<file path="config.mk">
export PLATFORM = sky130hd
export DESIGN_NAME = multi_button_debounce
export DESIGN_NICKNAME = d
export VERILOG_FILES = /design/src/rtl/multi_button_debounce.sv
export SDC_FILE = /design/constraint.sdc
export NUM_CORES = 1
export LEC_CHECK = 0
export BUFFER_PORTS_ARGS = -buffer_cell sky130_fd_sc_hd__buf_4
export CORE_ASPECT_RATIO = 1.25
export CORE_MARGIN = 1.5
export CORE_UTILIZATION = 50
export CTS_CLUSTER_SIZE = 16
export DETAILED_ROUTE_END_ITERATION = 16
export GPL_TIMING_DRIVEN = 0
export PLACE_DENSITY = 0.74
export RECOVER_POWER = 100
export SETUP_SLACK_MARGIN = 0.05
export SYNTH_ARGS = -nofsm -noshare
export SYNTH_HDL_FRONTEND = slang
export SYNTH_SLANG_ARGS = --single-unit
</file>
<file path="constraint.sdc">
create_clock -name clk -period 2.4 [get_ports clk]
set_input_delay 0.12 -clock clk [delete_from_list [all_inputs] [get_ports clk]]
set_output_delay 0.12 -clock clk [all_outputs]
set_load 0.02 [all_outputs]
</file>
<file path="src/rtl/multi_button_debounce.sv">
// multi_button_debounce: per-channel synchronize, debounce and press/release/long/repeat pulse generation
module multi_button_debounce #(
  parameter int N_BTN           = 4,
  parameter int DEBOUNCE_CYCLES = 1000000,
  parameter int LONG_CYCLES     = 100000000,
  parameter int REPEAT_CYCLES   = 20000000,
  parameter int REPEAT_EN       = 1
) (
  input  logic             clk,
  input  logic             rst_n,
  input  logic [N_BTN-1:0] btn_in,
  output logic [N_BTN-1:0] btn_state,
  output logic [N_BTN-1:0] btn_press,
  output logic [N_BTN-1:0] btn_release,
  output logic [N_BTN-1:0] btn_long,
  output logic [N_BTN-1:0] btn_repeat
);
  localparam int DW = $clog2(DEBOUNCE_CYCLES);
  localparam int HW = $clog2(LONG_CYCLES > REPEAT_CYCLES ? LONG_CYCLES : REPEAT_CYCLES);
  localparam logic [DW-1:0] D_MAX = DW'(DEBOUNCE_CYCLES - 1);
  localparam logic [HW-1:0] L_MAX = HW'(LONG_CYCLES - 1);
  localparam logic [HW-1:0] R_MAX = HW'(REPEAT_CYCLES - 1);
  typedef enum logic [1:0] {IDLE, PRESSED, HELD} state_t;
  for (genvar i = 0; i < N_BTN; i++) begin : g_ch
    logic [1:0] sync;
    logic [DW-1:0] dcnt, dcnt_nx;
    logic [HW-1:0] hcnt, hcnt_nx;
    state_t st, st_nx;
    logic lvl, press, rel, lng, rep;
    logic mis, acc, rise, fall, long_nx, rep_nx;
    assign btn_state[i]   = lvl;
    assign btn_press[i]   = press;
    assign btn_release[i] = rel;
    assign btn_long[i]    = lng;
    assign btn_repeat[i]  = rep;
    always_comb begin
      mis     = sync[1] != lvl;
      acc     = mis && dcnt == D_MAX;
      dcnt_nx = (!mis || acc) ? '0 : dcnt + 1'b1;
      rise    = acc && sync[1];
      fall    = acc && !sync[1];
      st_nx   = st;
      hcnt_nx = hcnt + 1'b1;
      long_nx = 1'b0;
      rep_nx  = 1'b0;
      // an accepted release wins over any long/repeat pulse due this cycle
      if (fall) begin
        st_nx   = IDLE;
        hcnt_nx = '0;
      end else if (st == IDLE) begin
        hcnt_nx = '0;
        st_nx   = rise ? PRESSED : IDLE;
      end else if (st == PRESSED && hcnt == L_MAX) begin
        long_nx = 1'b1;
        st_nx   = HELD;
        hcnt_nx = '0;
      end else if (st == HELD && hcnt == R_MAX) begin
        rep_nx  = REPEAT_EN != 0;
        hcnt_nx = '0;
      end
    end
    always_ff @(posedge clk) begin
      if (!rst_n) begin
        sync  <= '0;
        dcnt  <= '0;
        hcnt  <= '0;
        st    <= IDLE;
        lvl   <= 1'b0;
        press <= 1'b0;
        rel   <= 1'b0;
        lng   <= 1'b0;
        rep   <= 1'b0;
      end else begin
        sync  <= {sync[0], btn_in[i]};
        dcnt  <= dcnt_nx;
        hcnt  <= hcnt_nx;
        st    <= st_nx;
        lvl   <= acc ? sync[1] : lvl;
        press <= rise;
        rel   <= fall;
        lng   <= long_nx;
        rep   <= rep_nx;
      end
    end
  end
endmodule

</file>
Yosys cells after proc, flatten, opt, wreduce, memory -nomap -nowiden
Index checks and enable logic that the tools add are counted.
Widths: inputs -> output; s select.
- register bits after elaboration: 224
- logic and storage cells: 149
- add/sub/neg operators: 8
- eq/ne operators: 24
- mux-type cells: 20
- bitwise gates (word level): 1
- reduce and logical (&&, ||, !) cells: 60
- operators with widths (cell ; count):
    $add 27x1->27 const B ; 4
    $eq 27x25->1 const B ; 4
    $eq 27x27->1 const B ; 4
    $add 20x1->20 const B ; 4
    $eq 20x20->1 const B ; 4
    $logic_and 1x1->1 ; 20
    $reduce_or 5->1 ; 4
    $mux 2 ; 8
    $reduce_or 2->1 ; 8
    $reduce_or 4->1 ; 4
    $mux 1 ; 12
    $reduce_or 3->1 ; 4
    $eq 2x1->1 const B ; 4
    $eq 2x2->1 const B ; 4
    $logic_not 1->1 ; 8
    $logic_not 2->1 ; 4
    $reduce_bool 2->1 ; 4
    $logic_or 1x1->1 ; 4
    $ne 1x1->1 ; 4
    $not 1->1 ; 1

Longest topological paths before layout
- word-level depth: 5
- mapped depth: 8
- gate-level depth less buffers: 6

Worst setup path after synthesis
OpenSTA, ideal clock, no wires.
- path type: reg-to-reg
- start: register g_ch[0].dcnt[0]
- end: register g_ch[0].hcnt[12]
- setup time: 115 ps
- arrival: 2046 ps
- data required time: 2285 ps
- path slack: 239 ps
- stages on the path, launching flop included: 9
- buffers on the path: 2
- period minus slack after synthesis: 2161 ps
- cells stage by stage: dfxtp_1 ha_1 nand2_1 or4_1 o41ai_2 or3_1 buf_4 buf_4 nor2_1
- cells in the longest elaborated chain, start to end: 4
- RTL lines (item ; RTL line ; source):
    start, declared ; 26 ; logic [DW-1:0] dcnt, dcnt_nx;
    start signal, assigned ; 75 ; dcnt <= dcnt_nx;
    $eq 20x20->1 ; 38 ; acc = mis && dcnt == D_MAX;
    $logic_and 1x1->1 ; 38 ;
    $logic_and 1x1->1 ; 41 ; fall = acc && !sync[1];
    $reduce_or 5->1 (no line) ; - ;
    end signal, assigned ; 76 ; hcnt <= hcnt_nx;
    end, declared ; 27 ; logic [HW-1:0] hcnt, hcnt_nx;
Every way passes these cells.
A chain may end at the register's enable or synchronous reset.

Worst setup path after layout
- start: register g_ch[3].dcnt[8]
- end: register g_ch[3].hcnt[14]
- cells in the longest elaborated chain, start to end: 4
- RTL lines (item ; RTL line):
    start, declared ; 26
    start signal, assigned ; 75
    $eq 20x20->1 ; 38
    $logic_and 1x1->1 ; 38
    $logic_and 1x1->1 ; 41
    $reduce_or 5->1 (no line) ; -
    end signal, assigned ; 76
    end, declared ; 27
Every way passes these cells.

==> parameters.txt <==
Parameter                              Value

Timing
  Final count of pins violating max slew    0
  Period Utilization, post-route    between 90 and 100%
  Sum of negative setup slack    0 ns
  Final clock skew    between 0.01 and 0.015 ns
  Worst Max-Slew Pin Slew    1.21 ns
  Final setup violation count    0
  Headroom to the max-slew limit    18.7%
  Setup repair after global routing missed its margin    no
  Peak clock frequency supported by timing    between 400 and 500 MHz
  Final hold violation count    0
  Final Critical Period    about 2.3 ns

Run
  Max-cap violations    0

Floorplan
  Die area    roughly 20,000 sq um
  Vertical die dimension    between 150 and 200 um
  Row count    57
  Total core area    around 19,000 sq um
  Top-level port count    26
  Overall die width    128 um
  Initial standard-cell utilization of the core    roughly half

CTS
  Clock-pin slew reported for the worst setup and hold paths after clock tree synthesis    around 0.060 ns
  Clock root buffer    sky130_fd_sc_hd__clkbuf_16
  Number of buffers created by CTS    24
  Count of H-tree levels built during CTS    1
  Insertion delay to the later sink of the worst-skew pair    approximately 0.5 ns
  CTS tree    done
  Maximum clock path buffer count    3
  Total clock sinks    roughly 220

Worst setup path
  Critical Path, Cell by Cell    or4b_1 > or4_4 > o41ai_4 > a211o_1 > buf_6 > buf_6 > nor2_1
  WP buf/inv    2
  Kind of end point of the critical path    flip-flop
  Crit-path slowest cell    sky130_fd_sc_hd__or4b_1
  Data arrival time of the worst path    between 2 and 3 ns
  WS Path Type    flip-flop to flip-flop
  Critical path peak fanout    10
  Required time at the endpoint of the critical path    2.80 ns
  CP max stage delay    0.53 ns
  R2R cell count    7
  Kind of launch point of the worst setup path    flip-flop
  R2R Path End    g_ch[3].hcnt[14]
  Launch instance of the worst register-to-register path    g_ch[3].dcnt[8]
  Most used cell, CP    sky130_fd_sc_hd__buf_6
  Kind of cell adding the most delay to the critical path    simple AND/OR/NAND/NOR gates
  Worst reg-to-reg setup slack    ~0.14 ns

Min path
  Startpoint of the most critical hold path    rst_n
  Instance count along the most critical hold path    3
  Worst Hold Endpoint    g_ch[1].st[1]
  Worst hold path type    input port to flip-flop

Yosys
  Mean post-synth cell area    roughly 8.7 sq um
  Register bit total from synthesis    around 220
  Post-synthesis instance area    roughly 10000 sq um
  Count of synthesis-stage warnings from yosys    0
  Post-synthesis cell type count    44
  Number of enable-type register cells in the synthesized netlist    0
  Number of instances in the synthesized netlist    between 1,000 and 1,500
  Proportion of synthesized chip area in sequential cells    45.9%
  Share of synthesized flip-flops with an asynchronous set or reset    0%
  Most used flip-flop cell after synthesis    sky130_fd_sc_hd__dfxtp_1
  Post-synth net total    1,139

Route
  Number of iterations in the first detailed-routing pass    4
  Average wire length per cell after detail routing    12.3 um
  Total wire length after detailed routing    roughly 18,000 um
  Total number of vias    around 7,600
  Post-detailed-route count of antenna-violating nets    0
  Via-to-Cell Ratio    about 5.2
  DRC marker count from the first detailed-route iteration    between 300 and 400
  Remaining design rule violation count    0

Global routing
  Number of antenna violations at the first check in global routing    0
  Gr ovfl total    0
  Largest net degree at the start of global routing    13
  Aggregate global-route resource usage    a little under a fifth
  Number of global-route vias before repair    roughly 7,400
  Wire length of the first global-routing pass    32,000 um

Place
  Routability-driven placement congestion ratio    between 0.8 and 0.9
  Post-DP HPWL    approximately 12,000 um
  # port buffers    24

Cells and area
  Number of nets in the layout    between 1,000 and 1,500
  Count of antenna diodes in the layout    0
  Most common cell after layout, fill and taps aside    sky130_fd_sc_hd__nor2_1
  Final core utilization    57.6%
  Top library cells by usage in the layout, fill and taps aside    sky130_fd_sc_hd__nor2_1, sky130_fd_sc_hd__dfxtp_1, sky130_fd_sc_hd__xor2_1
  Fill cells    roughly 1,800
  Synthesis-to-layout area growth    13.9%
  Proportion of layout cells with a drive suffix above 1    under 10%

Run status
  Status    finished, final reports clean

Power and ir drop
  Power density over the cells    652 nW/um^2
  Static Leak    about 3.5 nW
  VDD IR max    slightly above 0.6 mV
worst register-to-register path: cells and delay by family, from the launching register on:
kind                   cells  cell delay, ns
AND/OR/NAND/NOR            3            1.05
AO/OA/AOI/OAI              2            0.46
flip-flops                 1            0.35
buffers and inverters      2            0.29
synth_stat cells, types with 2 or more instances:
library cell / n / area share (%)
sky130_fd_sc_hd__or4b_1: 3 / 0.31
sky130_fd_sc_hd__clkbuf_1: 19 / 0.73
sky130_fd_sc_hd__nand4b_1: 5 / 0.45
sky130_fd_sc_hd__dfxtp_1: 224 / 46
sky130_fd_sc_hd__or3b_2: 2 / 0.18
sky130_fd_sc_hd__nor3b_1: 2 / 0.15
sky130_fd_sc_hd__and3_1: 33 / 2.1
sky130_fd_sc_hd__o221ai_1: 3 / 0.27
sky130_fd_sc_hd__nand4bb_1: 2 / 0.23
sky130_fd_sc_hd__ha_1: 8 / 1.0
sky130_fd_sc_hd__nor2b_1: 8 / 0.51
sky130_fd_sc_hd__a21oi_1: 12 / 0.61
sky130_fd_sc_hd__and2_1: 12 / 0.77
sky130_fd_sc_hd__a211o_1: 2 / 0.18
sky130_fd_sc_hd__nor4b_1: 11 / 0.99
sky130_fd_sc_hd__xnor2_1: 72 / 6.4
sky130_fd_sc_hd__or4_1: 4 / 0.31
sky130_fd_sc_hd__and4_1: 13 / 1.2
sky130_fd_sc_hd__a21boi_0: 4 / 0.31
sky130_fd_sc_hd__nor4bb_1: 4 / 0.41
sky130_fd_sc_hd__buf_2: 4 / 0.20
sky130_fd_sc_hd__nor2_1: 236 / 9.1
sky130_fd_sc_hd__nand3_1: 77 / 3.9
sky130_fd_sc_hd__inv_1: 35 / 1.3
sky130_fd_sc_hd__nor4_1: 25 / 1.6
sky130_fd_sc_hd__or3_1: 13 / 0.83
sky130_fd_sc_hd__xor2_1: 97 / 8.7
sky130_fd_sc_hd__o41ai_1: 2 / 0.18
sky130_fd_sc_hd__nand2b_1: 2 / 0.13
sky130_fd_sc_hd__buf_6: 3 / 0.35
sky130_fd_sc_hd__o21ai_0: 9 / 0.46
sky130_fd_sc_hd__a2111oi_0: 2 / 0.18
sky130_fd_sc_hd__nor3_1: 26 / 1.3
sky130_fd_sc_hd__buf_4: 26 / 2.0
sky130_fd_sc_hd__nand2_1: 69 / 2.6
sky130_fd_sc_hd__nand4_1: 48 / 3.1
layer usage:
metal	part of all wire [%]	global-route usage [%]	up-vias	routed length [um]
li1	-	-	3910	-
met1	45	22.4	3573	8160
met2	49	32.4	103	8790
met3	3.5	2.72	34	623
met4	2.3	5.92	0	412
met5	0	0	-	0
flip-flops by register name (all words and copies together), names as in the netlist:
signal	count
g_ch.dcnt	80
g_ch.hcnt	108
g_ch.lng	4
g_ch.lvl	4
g_ch.press	4
g_ch.rel	4
g_ch.rep	4
g_ch.st	8
g_ch.sync	8
layout make-up:
class | instances | area, sq um | area share (%)
well taps | 265 | 332 | 2.98
flip-flops and latches | 224 | 4490 | 40.3
repair buffers | 32 | 179 | 1.61
multi-input cells | 814 | 4940 | 44.4
clock inverters | 4 | 20.0 | 0.180
clock buffers | 35 | 723 | 6.49
inverters | 35 | 131 | 1.18
plain buffers | 52 | 324 | 2.91
per-stage QoR:
stage | hold WS [ns] | std cells | area, sq um | setup WS (ns) | total power, mW
after detailed placement | 0.332 | 1414 | 10300 | -0.0749 | 3.86
after CTS | 0.227 | 1458 | 11100 | 0.0498 | 7.35
after floorplan | 0.247 | 1125 | 9780 | 0.239 | 3.84
after global routing | 0.238 | 1461 | 11100 | 0.0357 | 7.51
final | 0.243 | 1461 | 11100 | 0.145 | 7.26
after global placement | 0.330 | 1414 | 10300 | -0.0766 | 3.86
cells by family after synthesis:
family	after synthesis	synth area share, %
AND/OR/NAND/NOR	599	30.6
AO/OA/AOI/OAI	38	2.79
buffers and inverters	87	4.62
flip-flops	224	45.9
adder cells (fa/ha/maj)	8	1.02
XOR/XNOR	169	15.1
power breakdown:
group / leakage, nW / internal [mW] / total (mW) / switching [mW]
clock network: 0.372 / 2.06 / 3.47 / 1.41
registers: 1.81 / 3.73 / 3.73 / 0.00660
logic: 1.35 / 0.0250 / 0.0569 / 0.0320
total: 3.53 / 5.81 / 7.26 / 1.45
worst max path at each step:
stage	start	endpoint	slack (ns)	cells past startpoint
floorplan	g_ch[0].dcnt[0]	g_ch[0].hcnt[12]	0.24	8
finish	g_ch[3].dcnt[8]	g_ch[3].hcnt[14]	0.14	7
CTS	g_ch[3].dcnt[8]	g_ch[3].hcnt[14]	0.05	7
global placement	g_ch[1].dcnt[0]	g_ch[1].hcnt[16]	-0.08	8
detailed placement	g_ch[0].dcnt[0]	g_ch[0].hcnt[15]	-0.07	8
global route	g_ch[0].dcnt[0]	g_ch[0].hcnt[15]	0.04	8
what timing repair did:
action | 4_1_cts | 5_1_grt
setup buffers | 1 | 3
endpoints found under the hold margin | 4 | 0
hold buffers | 4 | 0
pin swaps | 1 | 3
gates resized for setup | 5 | 17
setup endpoints to repair | 56 | 82
(Power assumes the default switching activity.)
